### src/rtl/branch_predictor.sv
// Direct-mapped, tagged table of 2-bit saturating counters predicting conditional
// branches at fetch, checked against the resolved outcome one stage later in execute.
module branch_predictor #(
    parameter  int PC_WIDTH  = 32,
    parameter  int ENTRIES   = 16,
    parameter  int CNT_WIDTH = 32,
    localparam int IDX_BITS  = $clog2(ENTRIES),
    localparam int TAG_BITS  = PC_WIDTH - 2 - IDX_BITS
) (
    input  logic                 i_clk,
    input  logic                 i_rst,
    input  logic                 i_stall,
    input  logic                 i_flush,
    input  logic [PC_WIDTH-1:0]  i_if_pc,
    input  logic                 i_if_is_br,
    output logic                 o_if_pred_taken,
    input  logic [PC_WIDTH-1:0]  i_x_pc,
    input  logic                 i_x_is_br,
    input  logic                 i_x_br_taken,
    output logic                 o_x_pred_taken,
    output logic                 o_br_pred_correct,
    output logic [CNT_WIDTH-1:0] o_br_count,
    output logic [CNT_WIDTH-1:0] o_mispred_count
);

    logic [ENTRIES-1:0]   r_valid;
    logic [TAG_BITS-1:0]  r_tag [ENTRIES];
    logic [1:0]           r_cnt [ENTRIES];
    logic                 r_x_pred;
    logic [CNT_WIDTH-1:0] r_br_count;
    logic [CNT_WIDTH-1:0] r_mispred_count;

    logic [IDX_BITS-1:0]  w_if_idx;
    logic [TAG_BITS-1:0]  w_if_tag;
    logic [IDX_BITS-1:0]  w_x_idx;
    logic [TAG_BITS-1:0]  w_x_tag;
    logic                 w_if_hit;
    logic                 w_x_hit;
    logic                 w_if_pred;
    logic                 w_correct;
    logic                 w_update;
    logic [1:0]           w_cnt_cur;
    logic [1:0]           w_cnt_next;
    logic [3:0]           w_unused_pc_bits;

    // Instructions are word aligned, so the low two PC bits carry no information.
    assign w_unused_pc_bits = {i_if_pc[1:0], i_x_pc[1:0]};

    assign w_if_idx = i_if_pc[IDX_BITS+1:2];
    assign w_if_tag = i_if_pc[PC_WIDTH-1:IDX_BITS+2];
    assign w_x_idx  = i_x_pc[IDX_BITS+1:2];
    assign w_x_tag  = i_x_pc[PC_WIDTH-1:IDX_BITS+2];

    assign w_if_hit  = r_valid[w_if_idx] && (r_tag[w_if_idx] == w_if_tag);
    assign w_x_hit   = r_valid[w_x_idx] && (r_tag[w_x_idx] == w_x_tag);
    assign w_if_pred = i_if_is_br && w_if_hit && r_cnt[w_if_idx][1];
    assign w_correct = !i_x_is_br || (r_x_pred == i_x_br_taken);
    assign w_update  = i_x_is_br && !i_stall;

    always_comb begin
        w_cnt_cur  = r_cnt[w_x_idx];
        w_cnt_next = w_cnt_cur;
        if (i_x_br_taken) begin
            if (w_cnt_cur != 2'b11) w_cnt_next = w_cnt_cur + 2'b01;
        end else begin
            if (w_cnt_cur != 2'b00) w_cnt_next = w_cnt_cur - 2'b01;
        end
    end

    // Lookup reads the pre-update table: a same-cycle write to the fetched index is not bypassed.
    always_ff @(posedge i_clk or posedge i_rst) begin
        if (i_rst) begin
            r_valid         <= '0;
            r_x_pred        <= 1'b0;
            r_br_count      <= '0;
            r_mispred_count <= '0;
            for (int i = 0; i < ENTRIES; i++) begin
                r_tag[i] <= '0;
                r_cnt[i] <= 2'b01;
            end
        end else begin
            if (!i_stall) r_x_pred <= i_flush ? 1'b0 : w_if_pred;
            if (w_update) begin
                if (w_x_hit) begin
                    r_cnt[w_x_idx] <= w_cnt_next;
                end else begin
                    r_valid[w_x_idx] <= 1'b1;
                    r_tag[w_x_idx]   <= w_x_tag;
                    r_cnt[w_x_idx]   <= i_x_br_taken ? 2'b10 : 2'b01;
                end
                r_br_count <= r_br_count + CNT_WIDTH'(1);
                if (!w_correct) r_mispred_count <= r_mispred_count + CNT_WIDTH'(1);
            end
        end
    end

    assign o_if_pred_taken   = w_if_pred;
    assign o_x_pred_taken    = r_x_pred;
    assign o_br_pred_correct = w_correct;
    assign o_br_count        = r_br_count;
    assign o_mispred_count   = r_mispred_count;

endmodule

### config.mk
export PLATFORM = sky130hd
export DESIGN_NAME = branch_predictor
export DESIGN_NICKNAME = d
export VERILOG_FILES = /design/src/rtl/branch_predictor.sv
export SDC_FILE = /design/constraint.sdc
export NUM_CORES = 1
export LEC_CHECK = 0
export CORE_MARGIN = 5
export CORE_UTILIZATION = 61
export DETAILED_ROUTE_END_ITERATION = 7
export PLACE_DENSITY = 0.9
export SLEW_MARGIN = 30
export SYNTH_ARGS = -nofsm -noshare
export SYNTH_HDL_FRONTEND = slang
export SYNTH_SLANG_ARGS = --single-unit
### constraint.sdc
create_clock -name i_clk -period 25.9 [get_ports i_clk]
set_input_delay 6.475 -clock i_clk [delete_from_list [all_inputs] [get_ports i_clk]]
set_output_delay 6.475 -clock i_clk [all_outputs]
set_load 0.005 [all_outputs]
-- After elaboration in Yosys (flattened, before gate mapping)
Index checks and enable logic that the tools add are counted.
- flip-flop bits (word level): 529
- bits in latches: 0
- bits in writable memories: 0
- bits in read-only memories: 0
- input bits: 71
- word-level logic and storage cells: 99
- memories: 0
- $add $sub $neg: 4
- multiply operators: 0
- div/mod/pow operators: 0
- magnitude comparators: 6
- eq/ne operators: 4
- shift-type cells: 0
- mux-type cells: 31
- bitwise operators: 5
- reductions and logical operators: 13
- operators by type and width (kind ; count):
    $bwmux W416 ; 1
    $bmux W26 S4 ; 2
    $mux W26 ; 5
    $demux W26 S4 ; 1
    $add A32 B1 Y32 const B ; 2
    $bwmux W32 ; 2
    $eq A26 B26 Y1 ; 2
    $mux W32 ; 1
    $mux W2 ; 9
    $bmux W2 S4 ; 2
    $or A16 B16 Y16 ; 1
    $ge A5 B5 Y1 const B ; 2
    $lt A4 B5 Y1 const B ; 2
    $not A4 Y5 ; 2
    $bmux W1 S4 ; 2
    $demux W2 S4 ; 1
    $logic_and A1 B1 Y1 ; 7
    $lt A5 B1 Y1 const B ; 1
    $demux W1 S4 ; 1
    $ge A4 B1 Y1 const B ; 1
    $mux W1 ; 4
    $reduce_and A2 Y1 ; 2
    $add A2 B1 Y2 const B ; 1
    $logic_not A1 Y1 ; 2
    6 further kinds ; 7

-- Depth between registers and ports, before layout
- depth in word-level cells: 9
- gate-level depth with buffers: 18

-- Least setup slack after synthesis
Ideal clock, no wire load.
- kind: input port to output port
- from: input i_if_pc[2]
- to: output o_if_pred_taken
- arrival time: 9.497 ns
- required time: 19.425 ns
- path slack: 9.928 ns
- stages: 9
- buffers on the path: 3
- path through: clkbuf_1 -> clkbuf_1 -> buf_1 -> mux4_2 -> mux4_2 -> xor2_1 -> nor4_1 -> nand3_1 -> nor4_1
- word-level cells in the longest chain between the ends: 8
- elaborated cells between the ends (all ways): 13
- RTL lines (item ; line ; text):
    from (decl) ; 14 ; input logic [PC_WIDTH-1:0] i_if_pc,
    $not A4 Y5 (not written as such) ; 54, 56 ;
    $bmux W26 S4 ; 54 ; assign w_if_hit = r_valid[w_if_idx] && (r_tag[w_if_idx] == w_if_tag);
    $mux W26 (not written as such) (2 in a row) ; 54 ;
    $eq A26 B26 Y1 ; 54 ;
    $logic_and A1 B1 Y1 ; 54 ;
    $logic_and A1 B1 Y1 ; 56 ; assign w_if_pred = i_if_is_br && w_if_hit && r_cnt[w_if_idx][1];
    $logic_and A1 B1 Y1 (*) ; 56 ;
    to (decl) ; 16 ; output logic o_if_pred_taken,
Every way passes the cells marked *; elsewhere a longest branch is shown, timed or not. The select of a mux whose other input is x is not followed.

-- Final worst setup path
Same ends and word-level chain as after synthesis.

==> summary.txt <==
Synth
  • Asr flop ratio synth: 1.000
  • Post-synthesis mux area share: 0.3961
  • Yosys warns: 0
  • Post-Synth Adder-Cell Area: 0.0008619
  • Number of flops mapped to enable cells by yosys: 0
  • Mapped Area: 29030 um2
  • Post-synthesis simple-gate area fraction: 0.05094
  • Top cell type's share of synthesized area: 0.4422
  • #FFs+latches synth: 529
  • Ranking of synthesized cells by area: dfrtp_1 (44%), mux4_2 (18%), mux2_4 (9.8%)
  • Syn avg cell area: 14.85 um2
  • Most common library cells after synthesis: dfrtp_1 (513), mux2_2 (248), mux4_2 (229), mux2_4 (190), nand2_1 (96)
  • Post-synthesis xor/xnor area fraction: 0.03107
  • Top_reg_cell synth: dfrtp_1
  • Synthesized instance count: around 2000
  • Synth Area in Compound Gates: 0.03060
  • Largest family of logic cells by synthesized area: multiplexers
  • Netlist cell types: 64
  • Synth area leader: dfrtp_1
  • Top-count cell post-synth: dfrtp_1
  • Syn nets: about 2000
  • Sequential area share after synthesis: 0.4566

Final layout
  • Syn-to-layout area delta: 11.70%
  • Finished Cell Area: ~32000 um2
  • Nets: 2093
  • Non-Filler Instances: about 2700
  • Ratio of cells with drive above 1 in the final layout: 0.4082

Die
  • Die area: 52060 um2
  • Initial Utilization: 0.6119
  • Die Wd: between 200 and 250 um
  • Boundary Pins: about 140
  • Die Y-Extent: around 230 um
  • Row cnt: 80
  • Core area: 47450 um2

Worst setup path
  • WP data arrival: ~11 ns
  • Critical path's slowest cell: nor4_1
  • Req. time, crit path: 19.42 ns
  • CP max FO: ~60
  • Crit path buffers/inverters: 4
  • Type of origin of the critical path: primary input
  • Worst path max stage delay: about 0.73 ns
  • Critical path class: in -> out
  • Endpoint type of the worst setup path: output port
  • Crit path cell chain: buf_6, buf_4, buf_16, mux4_2, mux4_2, xor2_1, nor4_1, nand3_1, nor4_1, clkdlybuf4s50_1
  • CP top delay family: buffers and inverters

Timing
  • Slew Viols, Final: 0
  • Slew @ Worst Pin: 1.074 ns
  • RSZ-0062 raised after global routing: no
  • Final Critical Period: roughly 18 ns
  • PnR worst setup slack: 8.201 ns
  • WHS: between 0.4 and 0.5 ns
  • Clock Skew: ~0.015 ns
  • Final hold vios: 0
  • Fmax: between 0.05 and 0.06 GHz
  • Setup TNS: 0 ns
  • Slew margin rel.: 0.2842
  • Final Setup Violations: 0
  • Final period util: 0.6834

Drt
  • Final wirelength: slightly below 80 mm
  • DR pass1 iterations: 6
  • Final ANT Viol Nets: 0
  • Routed vias: between 15000 and 20000
  • Via-to-Cell Ratio: approximately 7.0
  • Initial drt markers: 2127
  • # DRC: 0
  • Mean routed wirelength per cell: 29.66 um

Clocking
  • CTS clk-pin slew, worst paths: 0.07 ns
  • Root Driver: clkbuf_16
  • Clk sinks: roughly 530
  • TritonCTS Buffers: 55
  • Clock Latency Late Sink: between 0.6 and 0.7 ns
  • Max Buffers Root-to-Sink: 3
  • Htree depth: 2
  • CTS tree: built
  • Cts hold-fix bufs: 0
  • CTS resizes: 0
  • Setup Fix Bufs, Post-CTS: 0

Placement
  • Area after DPL: between 30000 and 40000 um2
  • Port Buffers: 133
  • GPL Wtd Cong: roughly 0.88
  • Detail Placement HPWL: 46.50 mm
  • Pre-CTS setup slack: 7.951 ns
  • Placed Cells incl. Taps: 2576

Global route
  • Global-route wire length before repair: 122.5 mm
  • GRT Max-Usage Layer: met2
  • Remaining global-route overflow: 0
  • Met2 Resource Use GR: 0.4739
  • Largest net degree at the start of global routing: 123
  • Total GRT Usage: 0.3022
  • Initial antenna violation count: 6
  • Met1 GRT Util: 0.3970
  • Grt met3 use: 0.07884
  • Vias in the first global route: between 15000 and 20000

Pwr
  • Power density cells: ~76 nW/um2
  • Leak pwr: around 14 nW
  • Worst vdd ir: 0.04766 mV

Run
  • Max Cap Violations: 0

Status
  • Status: finished, final reports clean

Hold path
  • Min-Delay Path Class: reg -> reg
-- state kept, by name, summed over array words and instances (netlist names) --
register,cells
r_tag,416
o_br_count,32
o_mispred_count,32
r_cnt,32
r_valid,16
o_x_pred_taken,1
-- per-stage QoR --
| step | util | power [mW] |
|---|---|---|
| 5_1_grt | 0.6835 | 2.559 |
| 3_3_place_gp | 0.6420 | 1.600 |
| 3_5_place_dp | 0.6421 | 1.638 |
| 4_1_cts | 0.6819 | 2.469 |
| 2_1_floorplan | - | 1.481 |
| 6_report | 0.6835 | 2.473 |
-- power by group --
| part | internal [mW] | total [mW] | switching, mW |
|---|---|---|---|
| sequential | 0.979 | 1.11 | 0.132 |
| clock | 0.485 | 0.829 | 0.344 |
| combinational | 0.327 | 0.534 | 0.207 |
| total | 1.79 | 2.47 | 0.682 |
-- per-layer routing --
layer  vias up  wire length (um)
met2      1233             37510
met3       292              8261
met5         -                71
met4        10              4399
met1      9854             29280
li1       7495                 -
-- path summary, 6_finish.rpt --
path | endpoint | start | slack [ns] | cells after the start
min in group asynchronous | o_mispred_count[16]$_DFFE_PP0P_ | i_rst | 6.23 | 2
worst max register to register | r_tag[1]$_DFFE_PP0P_ | r_tag[317]$_DFFE_PP0P_ | 21.01 | 10
max in group asynchronous | r_tag[302]$_DFFE_PP0P_ | i_rst | 17.45 | 5
worst max-delay path | o_if_pred_taken | i_if_pc[2] | 8.20 | 10
worst min-delay path | o_br_count[26]$_DFFE_PP0P_ | o_br_count[26]$_DFFE_PP0P_ | 0.49 | 1
worst min register to register | o_br_count[26]$_DFFE_PP0P_ | o_br_count[26]$_DFFE_PP0P_ | 0.49 | 1
-- cell usage in the layout, fill, tap and decap left out, drive strengths merged, types with 5 or more instances in the layout --
| master | instances |
|---|---|
| nand2b | 5 |
| a21oi | 20 |
| nor4 | 10 |
| mux4 | 230 |
| clkdlybuf4s50 | 125 |
| a211oi | 7 |
| clkinv | 19 |
| and3 | 12 |
| buf | 37 |
| nor2 | 60 |
| mux2 | 438 |
| dfstp | 16 |
| or2 | 16 |
| a31oi | 8 |
| o22ai | 6 |
| dfrtp | 513 |
| bufinv | 6 |
| nor3 | 9 |
| o21ai | 41 |
| inv | 23 |
| nand3 | 29 |
| clkinvlp | 5 |
| clkbuf | 73 |
| nor2b | 9 |
| xnor2 | 66 |
| xor2 | 37 |
| mux2i | 67 |
| nand2 | 96 |
| nand4 | 11 |
| o2bb2ai | 6 |
| a22oi | 17 |
-- logic make-up (layout without fill, tap and decap cells) --
| family | Yosys count | count (layout) |
|---|---|---|
| multiplexers | 735 | 735 |
| flip-flops | 529 | 529 |
| AND/OR/NAND/NOR | 273 | 273 |
| buffers and inverters | 178 | 288 |
| AO/OA/AOI/OAI | 135 | 135 |
| XOR/XNOR | 103 | 103 |
| adder cells (fa/ha/maj) | 2 | 2 |
| other | 0 | 1 |
-- area by class of cell --
class | instances | area, um2
inverters | 24 | 97.59
clock buffers | 73 | 1567
well taps | 615 | 769.5
repair buffers | 162 | 1590
clock inverters | 29 | 319.1
multi-input cells | 1248 | 14830
diodes | 1 | 2.502
flip-flops and latches | 529 | 13260
fillers | 3043 | 15010
Power figures use the tool's default switching activity.
